$ cat config.mk
export PLATFORM = sky130hd
export DESIGN_NAME = fetch_stage
export DESIGN_NICKNAME = d
export VERILOG_FILES = /design/src/rtl/semimips_pkg.sv /design/src/rtl/ifid_register.sv /design/src/rtl/fetch_stage.sv
export SDC_FILE = /design/constraint.sdc
export NUM_CORES = 1
export LEC_CHECK = 0
export ABC_AREA = 1
export ABC_CLOCK_PERIOD_IN_PS = 11200
export CORE_ASPECT_RATIO = 2
export CORE_UTILIZATION = 25
export CTS_BUF_LIST = sky130_fd_sc_hd__clkbuf_4 sky130_fd_sc_hd__clkbuf_8
export CTS_CLUSTER_DIAMETER = 50
export DETAILED_ROUTE_END_ITERATION = 10
export SYNTH_ARGS = -nofsm -noshare
export SYNTH_HDL_FRONTEND = slang
export SYNTH_SLANG_ARGS = --single-unit
$ cat constraint.sdc
create_clock -name clk -period 11.2 [get_ports clk]
set_clock_uncertainty 0.15 [all_clocks]
set_input_delay 1.12 -clock clk [delete_from_list [all_inputs] [get_ports clk]]
set_output_delay 1.12 -clock clk [all_outputs]
set_load 0.02 [all_outputs]
$ cat src/rtl/semimips_pkg.sv
// semimips_pkg: shared constants and bundles for the semiMIPS pipeline.
// Holds the IF/ID bundle type and the word-alignment helper.
package semimips_pkg;

   localparam int          WORD_W           = 32;
   localparam logic [31:0] NOP_INSTR        = 32'h0000_0000;
   localparam logic [31:0] PC_INC           = 32'd4;
   localparam logic [31:0] DEFAULT_RESET_PC = 32'h0000_0000;

   typedef struct packed {
      logic [WORD_W-1:0] instr;
      logic [WORD_W-1:0] pc4;
      logic              valid;
   } ifid_t;

   function automatic logic [WORD_W-1:0] align_word(
      input logic [WORD_W-1:0] a
   );
      return {a[WORD_W-1:2], 2'b00};
   endfunction

endpackage

$ cat src/rtl/ifid_register.sv
// ifid_register: IF/ID pipeline register.
// Write-enable gates both load and flush; flush inserts a NOP bubble.
module ifid_register
   import semimips_pkg::*;
(
   input  logic  clk,
   input  logic  rst,
   input  logic  i_we,
   input  logic  i_flush,
   input  ifid_t i_d,
   output ifid_t o_q
);

   ifid_t r_q;

   // Hold when disabled; bubble on flush; otherwise load
   always_ff @(posedge clk or posedge rst) begin
      if (rst) begin
         r_q.instr <= NOP_INSTR;
         r_q.pc4   <= '0;
         r_q.valid <= 1'b0;
      end else if (i_we) begin
         if (i_flush) begin
            r_q.instr <= NOP_INSTR;
            r_q.pc4   <= '0;
            r_q.valid <= 1'b0;
         end else begin
            r_q <= i_d;
         end
      end
   end

   assign o_q = r_q;

endmodule

$ cat src/rtl/fetch_stage.sv
// fetch_stage: semiMIPS IF stage with PC, next-PC mux and IF/ID.
// Also keeps saturating stall and flush event counters.
module fetch_stage
   import semimips_pkg::*;
#(
   parameter logic [31:0] RESET_PC = DEFAULT_RESET_PC,
   parameter int          CNT_W    = 16
) (
   input  logic             clk,
   input  logic             rst,
   input  logic             pcen,
   input  logic             ifidregwr,
   input  logic             branch_taken,
   input  logic [31:0]      branch_target,
   input  logic             jump,
   input  logic [31:0]      jump_target,
   output logic [31:0]      imem_addr,
   input  logic [31:0]      imem_rdata,
   output logic [31:0]      ifid_instr,
   output logic [31:0]      ifid_pc4,
   output logic             ifid_valid,
   output logic [CNT_W-1:0] stall_cnt,
   output logic [CNT_W-1:0] flush_cnt
);

   localparam logic [CNT_W-1:0] CNT_MAX = '1;

   logic [31:0]      r_pc;
   logic [CNT_W-1:0] r_stall_cnt;
   logic [CNT_W-1:0] r_flush_cnt;
   logic [31:0]      w_pc4;
   logic [31:0]      w_next_pc;
   logic             w_pcen;
   logic             w_ifidwr;
   logic             w_redirect;
   logic             w_flush;
   ifid_t            w_ifid_d;
   ifid_t            w_ifid_q;

   // Undriven hazard-unit enables count as "go"
   assign w_pcen     = (pcen !== 1'b0);
   assign w_ifidwr   = (ifidregwr !== 1'b0);
   assign w_redirect = jump | branch_taken;
   assign w_flush    = w_ifidwr & w_redirect;
   assign w_pc4      = r_pc + PC_INC;

   // Next-PC select: jump beats branch beats sequential
   always_comb begin
      w_next_pc = w_pc4;
      if (jump) begin
         w_next_pc = align_word(jump_target);
      end else if (branch_taken) begin
         w_next_pc = align_word(branch_target);
      end
   end

   // PC register, frozen while the hazard unit stalls
   always_ff @(posedge clk or posedge rst) begin
      if (rst) begin
         r_pc <= RESET_PC;
      end else if (w_pcen) begin
         r_pc <= w_next_pc;
      end
   end

   // Saturating stall and flush counters
   always_ff @(posedge clk or posedge rst) begin
      if (rst) begin
         r_stall_cnt <= '0;
         r_flush_cnt <= '0;
      end else begin
         if (!w_pcen && r_stall_cnt != CNT_MAX) begin
            r_stall_cnt <= r_stall_cnt + 1'b1;
         end
         if (w_flush && r_flush_cnt != CNT_MAX) begin
            r_flush_cnt <= r_flush_cnt + 1'b1;
         end
      end
   end

   assign w_ifid_d.instr = imem_rdata;
   assign w_ifid_d.pc4   = w_pc4;
   assign w_ifid_d.valid = 1'b1;

   ifid_register u_ifid (
      .clk     (clk),
      .rst     (rst),
      .i_we    (w_ifidwr),
      .i_flush (w_redirect),
      .i_d     (w_ifid_d),
      .o_q     (w_ifid_q)
   );

   assign imem_addr  = r_pc;
   assign ifid_instr = w_ifid_q.instr;
   assign ifid_pc4   = w_ifid_q.pc4;
   assign ifid_valid = w_ifid_q.valid;
   assign stall_cnt  = r_stall_cnt;
   assign flush_cnt  = r_flush_cnt;

endmodule

==> flow_summary.toml, run 1 <==
[worst_hold_path]
hold_path_class = "reg2reg"
hp-start = "u_ifid.o_q[26]"
hold_path_end = "u_ifid.o_q[26]"
min_path_cells = 1

[sta]
min_period_over_period_pct = 33.8
holdWs_ns = 0.333
max_freq_mhz = 264
setup_slack_ns = 7.42
setup_viol_count_final = 0
rsz0062_at_grt = "false"
slew_violations = 0
relSlewSlack_pct = 48.0
fin_setup_tns_ns = 0
tightest_slew_ns = 0.780
period_needed_ns = 3.78
final_hold_viol_count = 0

[floorplanning]
core-area_um2 = 25700
die_x_um = 116
start_util_pct = 25.4
die-area_um2 = 26700
die_h_um = 230
std_cell_rows = 83
ios = 231

[logic_synthesis]
netlist.area_leader.share_pct = 48.1
synth_cell_type_count = 32
synth-seq-cells = 125
ys_warn_count = 0
synth_edf_count = 0
synthCells = 799
synth-main-ff-cell = "dfrtp_1"
synthTopCellsByArea = "dfrtp_1 48%, nand2_1 10%, nor2_1 6.9%"
synthArstFlopShare_pct = 100
ys_seq_area_share_pct = 48.1
yosysTopAreaCell = "dfrtp_1"
synth_area_um2 = 6500
avgSynthCellArea_um2 = 8.14

[clock_tree]
cts_sinks = 125
clkTransAtPathRegs_ns = 0.07
htreeDepth = 4
cts_tree = "done"
cts_setup_buffers = 0
ctsResizeCount = 0
clockBufferDepth = 2
clkLatencyLatePin_ns = 0.49
ctsRootBufferMaster = "clkbuf_8"
cts_buffers = 17
postCtsHoldBufs = 0

[routing]
drt_iter0_markers = 234
num_vias = 6179
vias_per_cell = 4.51
route.detailed.wl_per_inst_um = 17.0
ant_nets = 0
routed_wl_um = 23300
drc_errors = 0
dr.pass1.iters = 4

[place]
port_buffers = 222
gp_congestion = 0.825
dpl.hpwl_um = 17300
place_ws_ns = 6.88

[critical_path]
critPathBufInv = 4
end_kind = "flop"
rr_worst_depth = 8
cp.arrival_ns = 4.01
path_cells = "clkdlybuf4s50_1 > buf_4 > nor2_1 > nand2_1 > clkinv_1 > buf_4 > a22o_1"
cp_common_cell = "buf_4"
timing.rr.start = "flush_cnt[0]"
r2r_slack_ns = 8.96
critPathSlowestCell = "clkinv_1"
r2r-end = "flush_cnt[15]"
cp_top_family = "buffers and inverters"
path_class = "in2reg"
worstPathRequired_ns = 11.42
crit_fanout = 29
critPathLaunchType = "input pin"
cp-startpoint = "branch_taken"
critical_path.max_stage_delay_ns = 0.81

[global_routing]
grt.total_usage_pct = 18.2
grt_max_degree = 79
antenna_found_initial = 4
first_global_vias = 6063
grt_first_pass_wirelength_um = 35400
gr-total-overflow = 0

[pwr]
intPower_mw = 0.911
pwr-share-seq_pct = 41.5
power.switching_mw = 0.484
swShare_pct = 34.7
ir_worst_vdd_mv = 0.0666
combPwrFrac_pct = 28.0
leakage_nw = 4.31
clkPwrFrac_pct = 30.6
powerDensity_nw_per_um2 = 147

[layout]
final_common_cell = "clkdlybuf4s50_1"
layout-drive-gt1-share_pct = 5.65
syn_to_final_growth_pct = 45.6
nNetsFinal = 1120
mostFrequentLayoutCells = "221 x clkdlybuf4s50_1, 175 x nand2_1, 125 x dfrtp_1"

[flow_run]
maxCapViolCount = 0

[status]
status = "completed"
==> area by class of cell <==
cell class / instances / area (um2)
Sequential cell: 125 / 3130
Multi-Input combinational cell: 578 / 2990
Tap cell: 340 / 425
Clock buffer: 19 / 255
Antenna cell: 4 / 10.0
Clock inverter: 12 / 146
Fill cell: 2710 / 16200
Inverter: 63 / 241
Timing Repair Buffer: 230 / 2280
==> worst reg2reg max path: stages (launching register included) <==
cell	delay, ns
dfrtp_1	0.50
ha_1	0.25
nand3_1	0.18
nor2_1	0.15
nand3_1	0.08
nand2_1	0.35
inv_1	0.24
o21ai_0	0.13
o21ai_0	0.10
==> stage by stage <==
step                      utilization (%)  instance area (um2)  power [mW]  cells
after floorplan                         -                 6520       0.775    802
after detailed placement             35.3                 9060       0.982   1336
after global placement               35.3                 9060       0.977   1336
after CTS                            36.9                 9460        1.42   1367
after global routing                 36.9                 9470        1.47   1371
final                                36.9                 9470        1.40   1371
==> cell usage after synthesis, drive strengths merged (2+ instances only) <==
cell type / number
nand3: 44
clkbuf: 20
nor3: 9
dfrtp: 125
a21oi: 59
a21o: 11
xnor2: 9
nor2: 129
o21ai: 32
nand2: 180
a22o: 49
inv: 63
ha: 3
a22oi: 8
nand4: 7
xor2: 26
buf: 16
o22ai: 2
==> how the worst max path moves through the flow <==
stage                     end  slack (ns)  cells past startpoint
6_report       u_ifid.o_q[14]        7.42                      7
5_1_grt        u_ifid.o_q[16]        7.17                      7
4_1_cts        u_ifid.o_q[16]        7.42                      7
3_5_place_dp    u_ifid.o_q[5]        6.88                      7
3_3_place_gp    u_ifid.o_q[5]        6.91                      7
2_1_floorplan    flush_cnt[0]        6.60                      1
==> power by group through the flow <==
stage	logic (mW)	clock network, mW	registers, mW
2_1_floorplan	0.142	0	0.633
3_3_place_gp	0.391	0	0.586
3_5_place_dp	0.394	0	0.587
4_1_cts	0.396	0.443	0.579
5_1_grt	0.426	0.457	0.590
6_report	0.390	0.427	0.579
==> layer usage <==
layer	global-route usage, %	share of wire [%]	up-vias
met4	9.01	2.7	0
met1	20.0	39	2920
met3	3.61	3.7	36
met2	32.5	55	156
met5	0	0	-
li1	-	-	3067
==> state kept, by name, summed over array words and instances (netlist names) <==
signal      flops
imem_addr      30
flush_cnt      16
stall_cnt      16
u_ifid.o_q     63
==> cell families after synthesis <==
group	after synthesis	synth area share (%)
AO/OA/AOI/OAI	164	16.3
XOR/XNOR	35	4.71
AND/OR/NAND/NOR	372	24.1
other	1	0.0577
buffers and inverters	99	6.14
adder cells (fa/ha/maj)	3	0.577
flip-flops	125	48.1
(Power assumes the default switching activity.)
==> run 2, diff against run 1 <==
- ABC_CLOCK_PERIOD_IN_PS: 11200 -> 3700
- clock period: 11.2 -> 3.7 ns (I/O delays scaled with it)
==> flow_summary.toml, run 2 (synthesized netlist as in run 1, its figures left out) <==
[clock_tree]
cts_tree = "done"
postCtsHoldBufs = 0
cts_setup_buffers = 0
clockBufferDepth = 2
cts_buffers = 17
ctsResizeCount = 0
cts_sinks = 125
ctsRootBufferMaster = "clkbuf_8"
clkLatencyLatePin_ns = 0.47
clkTransAtPathRegs_ns = 0.08
htreeDepth = 4

[pwr]
combPwrFrac_pct = 27.3
powerDensity_nw_per_um2 = 455
leakage_nw = 4.37
swShare_pct = 33.1
power.switching_mw = 1.45
pwr-share-seq_pct = 40.1
intPower_mw = 2.92
ir_worst_vdd_mv = 0.274
clkPwrFrac_pct = 32.5

[sta]
tightest_slew_ns = 0.780
min_period_over_period_pct = 60.4
setup_viol_count_final = 0
setup_slack_ns = 1.46
relSlewSlack_pct = 48.0
rsz0062_at_grt = "false"
period_needed_ns = 2.24
final_hold_viol_count = 0
max_freq_mhz = 447
fin_setup_tns_ns = 0
slew_violations = 0

[critical_path]
r2r-end = "flush_cnt[15]"
worstPathRequired_ns = 3.91
r2r_slack_ns = 1.46
cp-startpoint = "flush_cnt[0]"
end_kind = "flop"
cp.arrival_ns = 2.44
rr_worst_depth = 8
crit_fanout = 13
timing.rr.start = "flush_cnt[0]"
path_class = "reg2reg"
critPathLaunchType = "flop"

[global_routing]
first_global_vias = 6240
gr-total-overflow = 0
grt_first_pass_wirelength_um = 35300
grt.total_usage_pct = 18.0
antenna_found_initial = 0
grt_max_degree = 64

[layout]
syn_to_final_growth_pct = 47.6
multi_input_area_um2 = 2990
largest_reg_flops = 63
nNetsFinal = 1126
fill_cells = 2678
mostFrequentLayoutCells = "221 x clkdlybuf4s50_1, 175 x nand2_1, 125 x dfrtp_1"
layout-drive-gt1-share_pct = 6.38
seq_area_um2 = 3130
final_common_cell = "clkdlybuf4s50_1"

[place]
place_ws_ns = 1.21
gp_congestion = 0.905
dpl.hpwl_um = 17500
port_buffers = 222

[floorplanning]
die_h_um = 230
die-area_um2 = 26700
start_util_pct = 25.4
die_x_um = 116
ios = 231
core-area_um2 = 25700
std_cell_rows = 83

[routing]
route.detailed.wl_per_inst_um = 16.8
drt_iter0_markers = 259
drc_errors = 0
dr.pass1.iters = 6
num_vias = 6204
ant_nets = 0
vias_per_cell = 4.51
routed_wl_um = 23100

[status]
status = "completed"

[flow_run]
maxCapViolCount = 0

[worst_hold_path]
hold_path_class = "in2async"
==> run 2: per-layer routing <==
| metal | global-route usage, % | vias up | wire length, um |
|---|---|---|---|
| met5 | 0 | - | 0 |
| met3 | 3.48 | 31 | 974 |
| met1 | 18.5 | 2928 | 8530 |
| met4 | 8.01 | 0 | 608 |
| li1 | - | 3081 | - |
| met2 | 34.1 | 164 | 13000 |
==> run 2: worst max path at each step <==
stage / to / slack [ns] / cells after the start
after floorplan: flush_cnt[0] / 1.64 / 1
after global placement: flush_cnt[2] / 1.25 / 7
after detailed placement: flush_cnt[2] / 1.21 / 7
after CTS: imem_addr[24] / 1.45 / 1
after global routing: flush_cnt[15] / 1.19 / 8
final: flush_cnt[15] / 1.46 / 8
==> run 2: per-stage QoR <==
step | std cells | hold WS [ns] | cell area, um2 | power (mW) | utilization (%)
floorplan | 802 | 0.353 | 6520 | 2.35 | -
global placement | 1342 | 0.313 | 9130 | 2.97 | 35.6
detailed placement | 1342 | 0.318 | 9130 | 2.98 | 35.6
CTS | 1374 | 0.198 | 9600 | 4.43 | 37.4
global route | 1374 | 0.245 | 9600 | 4.59 | 37.4
finish | 1375 | 0.213 | 9600 | 4.36 | 37.4
==> run 2: critical path: stages (launching register included) <==
cell and delay [ns]:
dfrtp_1 0.48, ha_1 0.26, nand3_1 0.17, nor2_1 0.15
nand3_1 0.08, nand2_1 0.37, inv_1 0.25, o21ai_0 0.12
o21ai_0 0.09
==> run 2: final cells by class <==
class	instances	share of cell area, %
multi-input combinational	578	31.1
inverter	63	2.50
clock buffer	23	3.23
sequential	125	32.6
timing repair buffer	236	24.5
tap	340	4.43
antenna	1	0.0261
clock inverter	9	1.63
==> run 2: power by group through the flow <==
| stage | combinational, mW | clock [mW] | sequential (mW) |
|---|---|---|---|
| after floorplan | 0.429 | 0 | 1.92 |
| after global placement | 1.19 | 0 | 1.78 |
| after detailed placement | 1.20 | 0 | 1.78 |
| after CTS | 1.21 | 1.47 | 1.75 |
| after global routing | 1.29 | 1.52 | 1.78 |
| final | 1.19 | 1.42 | 1.75 |
